File: src/rtl/id_ex_pipe.sv
// ID/EX pipeline register with stall, flush, bubble insertion, a valid bit and delay-slot feedback.
// Optional performance counters for bubble and hold cycles are enabled with `define ID_EX_PERF_CNT_EN.
module id_ex_pipe #(
   parameter int ALUOP_W  = 8,
   parameter int ALUSEL_W = 3,
   parameter int DATA_W   = 32,
   parameter int RADDR_W  = 5,
   parameter int EXC_W    = 32,
   parameter int CNT_W    = 32
) (
   input  logic                clk,
   input  logic                rst,
   input  logic                stall_id,
   input  logic                stall_ex,
   input  logic                flush,
   input  logic                id_valid,
   input  logic [ALUOP_W-1:0]  id_aluop,
   input  logic [ALUSEL_W-1:0] id_alusel,
   input  logic [DATA_W-1:0]   id_reg1,
   input  logic [DATA_W-1:0]   id_reg2,
   input  logic [RADDR_W-1:0]  id_wd,
   input  logic                id_wreg,
   input  logic [DATA_W-1:0]   id_link_address,
   input  logic [DATA_W-1:0]   id_inst,
   input  logic [DATA_W-1:0]   id_pc,
   input  logic [EXC_W-1:0]    id_excepttype,
   input  logic                id_is_in_delayslot,
   input  logic                id_next_inst_in_delayslot,
   output logic                ex_valid,
   output logic [ALUOP_W-1:0]  ex_aluop,
   output logic [ALUSEL_W-1:0] ex_alusel,
   output logic [DATA_W-1:0]   ex_reg1,
   output logic [DATA_W-1:0]   ex_reg2,
   output logic [RADDR_W-1:0]  ex_wd,
   output logic                ex_wreg,
   output logic [DATA_W-1:0]   ex_link_address,
   output logic [DATA_W-1:0]   ex_inst,
   output logic [DATA_W-1:0]   ex_pc,
   output logic [EXC_W-1:0]    ex_excepttype,
   output logic                ex_is_in_delayslot,
`ifdef ID_EX_PERF_CNT_EN
   output logic [CNT_W-1:0]    bubble_cnt,
   output logic [CNT_W-1:0]    stall_cnt,
`endif
   output logic                is_in_delayslot_o
);

   typedef struct packed {
      logic                valid;
      logic [ALUOP_W-1:0]  aluop;
      logic [ALUSEL_W-1:0] alusel;
      logic [DATA_W-1:0]   reg1;
      logic [DATA_W-1:0]   reg2;
      logic [RADDR_W-1:0]  wd;
      logic                wreg;
      logic [DATA_W-1:0]   link_address;
      logic [DATA_W-1:0]   inst;
      logic [DATA_W-1:0]   pc;
      logic [EXC_W-1:0]    excepttype;
      logic                is_in_delayslot;
   } ex_pkt_t;

   typedef enum logic [1:0] {
      ACT_FLUSH   = 2'd0,
      ACT_HOLD    = 2'd1,
      ACT_BUBBLE  = 2'd2,
      ACT_ADVANCE = 2'd3
   } act_e;

   act_e    act;
   ex_pkt_t pkt_q, pkt_d;
   logic    ds_q, ds_d;

   // Priority after reset: flush, hold, bubble, advance.
   always_comb begin
      act = ACT_ADVANCE;
      if (flush)         act = ACT_FLUSH;
      else if (stall_ex) act = ACT_HOLD;
      else if (stall_id) act = ACT_BUBBLE;
   end

   always_comb begin
      pkt_d = pkt_q;
      ds_d  = ds_q;
      case (act)
         ACT_FLUSH: begin
            pkt_d = '0;
            ds_d  = 1'b0;
         end
         ACT_HOLD: ;
         // Delay-slot feedback holds so the branch is re-presented when decode resumes.
         ACT_BUBBLE: pkt_d = '0;
         default: begin
            pkt_d.valid           = id_valid;
            pkt_d.aluop           = id_aluop;
            pkt_d.alusel          = id_alusel;
            pkt_d.reg1            = id_reg1;
            pkt_d.reg2            = id_reg2;
            pkt_d.wd              = id_wd;
            pkt_d.wreg            = id_wreg & id_valid;
            pkt_d.link_address    = id_link_address;
            pkt_d.inst            = id_inst;
            pkt_d.pc              = id_pc;
            pkt_d.excepttype      = id_excepttype;
            pkt_d.is_in_delayslot = id_is_in_delayslot;
            ds_d                  = id_next_inst_in_delayslot;
         end
      endcase
   end

   always_ff @(posedge clk) begin
      if (rst) begin
         pkt_q <= '0;
         ds_q  <= 1'b0;
      end else begin
         pkt_q <= pkt_d;
         ds_q  <= ds_d;
      end
   end

   assign ex_valid           = pkt_q.valid;
   assign ex_aluop           = pkt_q.aluop;
   assign ex_alusel          = pkt_q.alusel;
   assign ex_reg1            = pkt_q.reg1;
   assign ex_reg2            = pkt_q.reg2;
   assign ex_wd              = pkt_q.wd;
   assign ex_wreg            = pkt_q.wreg;
   assign ex_link_address    = pkt_q.link_address;
   assign ex_inst            = pkt_q.inst;
   assign ex_pc              = pkt_q.pc;
   assign ex_excepttype      = pkt_q.excepttype;
   assign ex_is_in_delayslot = pkt_q.is_in_delayslot;
   assign is_in_delayslot_o  = ds_q;

`ifdef ID_EX_PERF_CNT_EN
   logic [CNT_W-1:0] bubble_cnt_q, bubble_cnt_d;
   logic [CNT_W-1:0] stall_cnt_q, stall_cnt_d;

   // Saturating counters; flush cycles count as neither bubble nor hold.
   always_comb begin
      bubble_cnt_d = bubble_cnt_q;
      stall_cnt_d  = stall_cnt_q;
      if (act == ACT_BUBBLE && !(&bubble_cnt_q)) bubble_cnt_d = bubble_cnt_q + 1'b1;
      if (act == ACT_HOLD && !(&stall_cnt_q))    stall_cnt_d  = stall_cnt_q + 1'b1;
   end

   always_ff @(posedge clk) begin
      if (rst) begin
         bubble_cnt_q <= '0;
         stall_cnt_q  <= '0;
      end else begin
         bubble_cnt_q <= bubble_cnt_d;
         stall_cnt_q  <= stall_cnt_d;
      end
   end

   assign bubble_cnt = bubble_cnt_q;
   assign stall_cnt  = stall_cnt_q;
`endif

endmodule

File: config.mk
export PLATFORM = sky130hd
export DESIGN_NAME = id_ex_pipe
export DESIGN_NICKNAME = d
export VERILOG_FILES = /design/src/rtl/id_ex_pipe.sv
export SDC_FILE = /design/constraint.sdc
export NUM_CORES = 1
export LEC_CHECK = 0
export CORE_AREA = 2 2 167 169
export CTS_CLUSTER_DIAMETER = 80
export DETAILED_ROUTE_END_ITERATION = 16
export DIE_AREA = 0 0 169 171
export GPL_TIMING_DRIVEN = 1
export PLACE_DENSITY = 0.79
export SYNTH_ARGS = -nofsm -noshare
export SYNTH_HDL_FRONTEND = slang
export SYNTH_SLANG_ARGS = --single-unit
File: constraint.sdc
create_clock -name clk -period 1.9 [get_ports clk]
set_input_delay 0.285 -clock clk [delete_from_list [all_inputs] [get_ports clk]]
set_output_delay 0.285 -clock clk [all_outputs]
set_load 0.05 [all_outputs]
**After elaboration in Yosys (flattened, before gate mapping)**

Cells that the tools add are included.

- Bitwise operators: 1
- Equal/unequal tests: 2
- Mux-type cells: 5
- Reductions and logical operators: 3

Operators by type and width:

| kind | number |
|---|---|
| 211-bit one-hot mux with 2 select lines | 1 |
| 2-bit 2-to-1 mux | 2 |
| 2-bit OR reduction | 2 |
| 2-bit by 1-bit == test with 1-bit output, second input constant | 1 |
| 2-bit == test, second input constant | 1 |
| 2-bit zero test | 1 |
| 1-bit one-hot mux with 2 select lines | 1 |
| 1-bit AND | 1 |
| 1-bit 2-to-1 mux | 1 |

- Input port bits: 217
- Word-level logic and storage cells: 24
- Output and inout bits: 212
- Bits in registers: 212

**Depth between registers and ports, before layout**

- Depth after elaboration: 6
- Depth in mapped cells: 9
- Depth with buffers taken out: 5

**Worst setup path before layout**

OpenSTA, ideal clock, no wires.

- Kind: input-to-reg
- Start point: input stall_ex
- End point: register ds_q, in the netlist is_in_delayslot_o
- Required time: 1.830 ns
- Cell stages on the path: 8
- Arrival: 1.984 ns
- Library setup time: 0.070 ns
- Slack: -0.154 ns
- Cell sequence: buf_6 buf_6 buf_4 clkbuf_1 or2_2 ha_1 or3b_2 a21oi_1

- Longest elaborated chain between the ends: 5
- Elaborated cells on any way between the ends: 7

Ends and longest elaborated chain:

| element | line | source |
|---|---|---|
| from (decl) | 14 | `input logic stall_ex,` |
| 2-bit 2-to-1 mux (*) | 78 | `else if (stall_ex) act = ACT_HOLD;` |
| 2-bit 2-to-1 mux (*) | 77 | `if (flush) act = ACT_FLUSH;` |
| 2-bit == test or 2-bit by 1-bit == test with 1-bit output (tied branches) | 85 | `case (act)` |
| 2-bit OR reduction (no line) | -- |  |
| 1-bit one-hot mux with 2 select lines | 85 |  |
| to (signal assigned) | 117 | `ds_q <= ds_d;` |
| to (decl) | 72 | `logic ds_q, ds_d;` |

Every way passes the cells marked *; elsewhere a longest branch is shown, timed or not.
A chain may end at the register's enable or synchronous reset.

**Worst setup path in the final report**

- Start point: register pkt_q, in the netlist ex_valid
- End point: output ex_valid

RTL lines:

| element | line | source |
|---|---|---|
| from (decl) | 71 | `ex_pkt_t pkt_q, pkt_d;` |
| from (signal assigned) | 116 | `pkt_q <= pkt_d;` |
| to (decl) | 29 | `output logic ex_valid,` |

No word-level cell between the ends.

==> results.md <==
- Number of synthesized register bits: 212
- Non-Filler Instances: around 1700
- First-pass GRT wire length: about 46000 µm
- Total CTS buffers: 25
- Core Box Area: approximately 27000 µm²
- Worst Path Buf+Inv: 1
- Worst-path clk slew: 0.06 ns
- CP cell instances: dlygate4sd2_1
- Reg2Reg Depth: 2
- Worst min-delay path class: primary input to register
- Critical Path AT: 1.42 ns
- Initial DRC Count: 541
- Psw: 2.831 mW
- Overall Global Routing Usage: 19.37%
- Relative slew slack: 60.29%
- Initial Utilization: 35.88%
- Num rows: 61
- Clk pwr share: 43.9%
- Final Net Count: 1547
- Setup TNS: 0 ns
- Max-cap viol count: 0
- # IOs: ~430
- Final period util: 89.74%
- Worst Tran Pin Value: 0.5956 ns
- Cell Int Power: 8.147 mW
- Fin crit period: 1.705 ns
- Hold Violations, Final: 0
- HPWL Detailed: 19380 µm
- Switching share of total power: 25.78%
- Vias per cell: 5.414
- Latest clock arrival within the worst-skew pair: 0.51 ns
- Critical Path Source Type: register
- Placed cells: approximately 1600
- Slew Limit Fails: 0
- RSZ-0062 raised after global routing: false
- Post-route ant nets: 0
- Final GP Congestion: slightly below 0.8
- Synthesized cell area: 9803 µm²
- Worst path top cell family by delay: buffers and inverters
- DIE WIDTH: 169 µm
- Endpoints failing setup: 0
- Sequential share of the synthesized area: between 40% and 50%
- Hold Startpoint: stall_ex
- Worst Setup SP: ex_valid
- Input/output buffers: 428
- Die H: 171 µm
- Root Driver: clkbuf_16
- Via count: 9166
- Synth Net Count: 1212
- RR Startpoint: ex_valid
- LEAKAGE: 5.776 nW
- Congestion Overflow GR: 0
- DR pass1 iterations: 5
- Initial antenna violation count: 0
- Reg area: 4244 µm²
- Crit end category: output port
- Status: finished clean
- Final wirelength: 30320 µm
- Largest net degree at the start of global routing: 142
- TritonCTS clock tree: built
- Die Area: 28900 µm²
- Ys Warns: 0
- Max FO, Critical Path: 2
- Data required, critical path: ~1.6 ns
- N_diodes: 0
- CP Class: register to output port
- Power density over the cells: 749.1 nW/µm²
- Multi-input logic area: 4827 µm²
- Share of cells above drive strength 1: around 6.4%
- WL/cell: between 15 and 20 µm
- Fill count: roughly 2500
- Avg Synthesized Cell Area: approximately 9.9 µm²
- Setup Fix Bufs, Post-CTS: 0
- R2R Path End: ex_valid
- Vias in the first global route: roughly 8700
- Clk buf depth: 3
- Peak Freq: 586.5 MHz
- R2r setup slk: 1.00 ns
- DR DRC count: 0
- Worst hold path cell count: 3
- Max VDD drop: between 0.0005 and 0.0006 V
- Distinct cells, synth: 21
- Critical path's largest stage delay: 0.58 ns
- Comb pwr share: 14.4%
- Most frequent cells in the layout: dfxtp_1 (212), clkdlybuf4s50_1 (212), a21oi_1 (210), nand3b_1 (209), or4b_1 (209)
- Reg power frac: a little over two fifths
- Area grow syn2layout: 49.50%
- CP max-delay cell: dlygate4sd2_1
- Gate Count Post-Synth: 994
- H-Tree Depth: 1
- Clock skew: 0 ns
- Clock Sinks: 212
- Worst Hold Path EP: ex_reg1[28]
layer usage:
metal | routed length, µm | global-route usage, % | vias up
met5 | 0 | 0 | -
met1 | 12340 | 23.51 | 4317
met3 | 2664 | 6.292 | 67
met2 | 14280 | 32.07 | 321
li1 | - | - | 4461
met4 | 1030 | 7.246 | 0
metrics by stage:
step	utilization (%)	setup WS, ns	hold slack, ns	cell area [µm²]	power [mW]
final	53.64	0.1949	0.1090	14660	10.98
after global routing	53.64	0.1223	0.1095	14660	11.39
after global placement	51.47	0.1166	0.4576	14060	6.307
after CTS	53.64	0.1600	0.08384	14660	11.12
after detailed placement	51.47	0.1057	0.4629	14060	6.317
after floorplan	-	0.03024	0.4426	9842	5.599
how the worst max path moves through the flow:
stage	slack [ns]	endpoint	cells past startpoint
after detailed placement	0.11	is_in_delayslot_o	6
after global placement	0.12	is_in_delayslot_o	6
final	0.19	ex_valid	1
after floorplan	0.03	is_in_delayslot_o	8
after global routing	0.12	ex_pc[27]	1
after CTS	0.16	ex_excepttype[4]	1
power groups by stage:
stage	Clock [mW]	Sequential (mW)	Combinational, mW
floorplan	0	5.00	0.599
global placement	0	4.68	1.63
detailed placement	0	4.68	1.63
CTS	4.96	4.58	1.58
global route	5.12	4.59	1.68
finish	4.82	4.58	1.58
cell usage after synthesis:
master | instances | area [µm²]
buf_4 | 1 | 7.510
nor2_1 | 2 | 7.510
buf_2 | 23 | 115.1
or3b_2 | 1 | 8.760
ha_1 | 1 | 12.51
nand2_1 | 1 | 3.750
clkbuf_1 | 85 | 319.1
dfxtp_1 | 212 | 4244
a21oi_1 | 210 | 1051
o41ai_2 | 1 | 16.27
inv_1 | 1 | 3.750
or3b_1 | 1 | 8.760
or4bb_1 | 2 | 22.52
buf_12 | 1 | 20.02
nand3b_1 | 209 | 1569
buf_6 | 22 | 247.7
or4b_1 | 209 | 2092
nor2b_1 | 1 | 6.260
buf_1 | 9 | 33.78
o31ai_1 | 1 | 7.510
or2_2 | 1 | 6.260
layout make-up:
cell class	count	share of cell area, %
clock inverters	14	0.8879
flip-flops and latches	212	28.96
repair buffers	449	29.47
clock buffers	31	4.764
multi-input cells	640	32.94
inverters	1	0.02561
well taps	346	2.954
state kept, by name (all words and copies together) (netlist names), 5 cells and up:
| register | count |
|---|---|
| ex_excepttype | 32 |
| ex_inst | 32 |
| ex_link_address | 32 |
| ex_pc | 32 |
| ex_reg1 | 32 |
| ex_reg2 | 32 |
| ex_aluop | 8 |
| ex_wd | 5 |
cell families after synthesis:
group                    share of synthesized area (%)
adder cells (fa/ha/maj)                         0.1276
buffers and inverters                            7.620
AND/OR/NAND/NOR                                  38.00
AO/OA/AOI/OAI                                    10.96
flip-flops                                       43.29
timing repair:
action,in CTS,in global routing
endpoints found under the setup margin,198,0
hold endpoints to repair,5,0
resized for setup,198,0
hold buffers,1,0
Note: power is estimated with default switching activity, not from simulation.
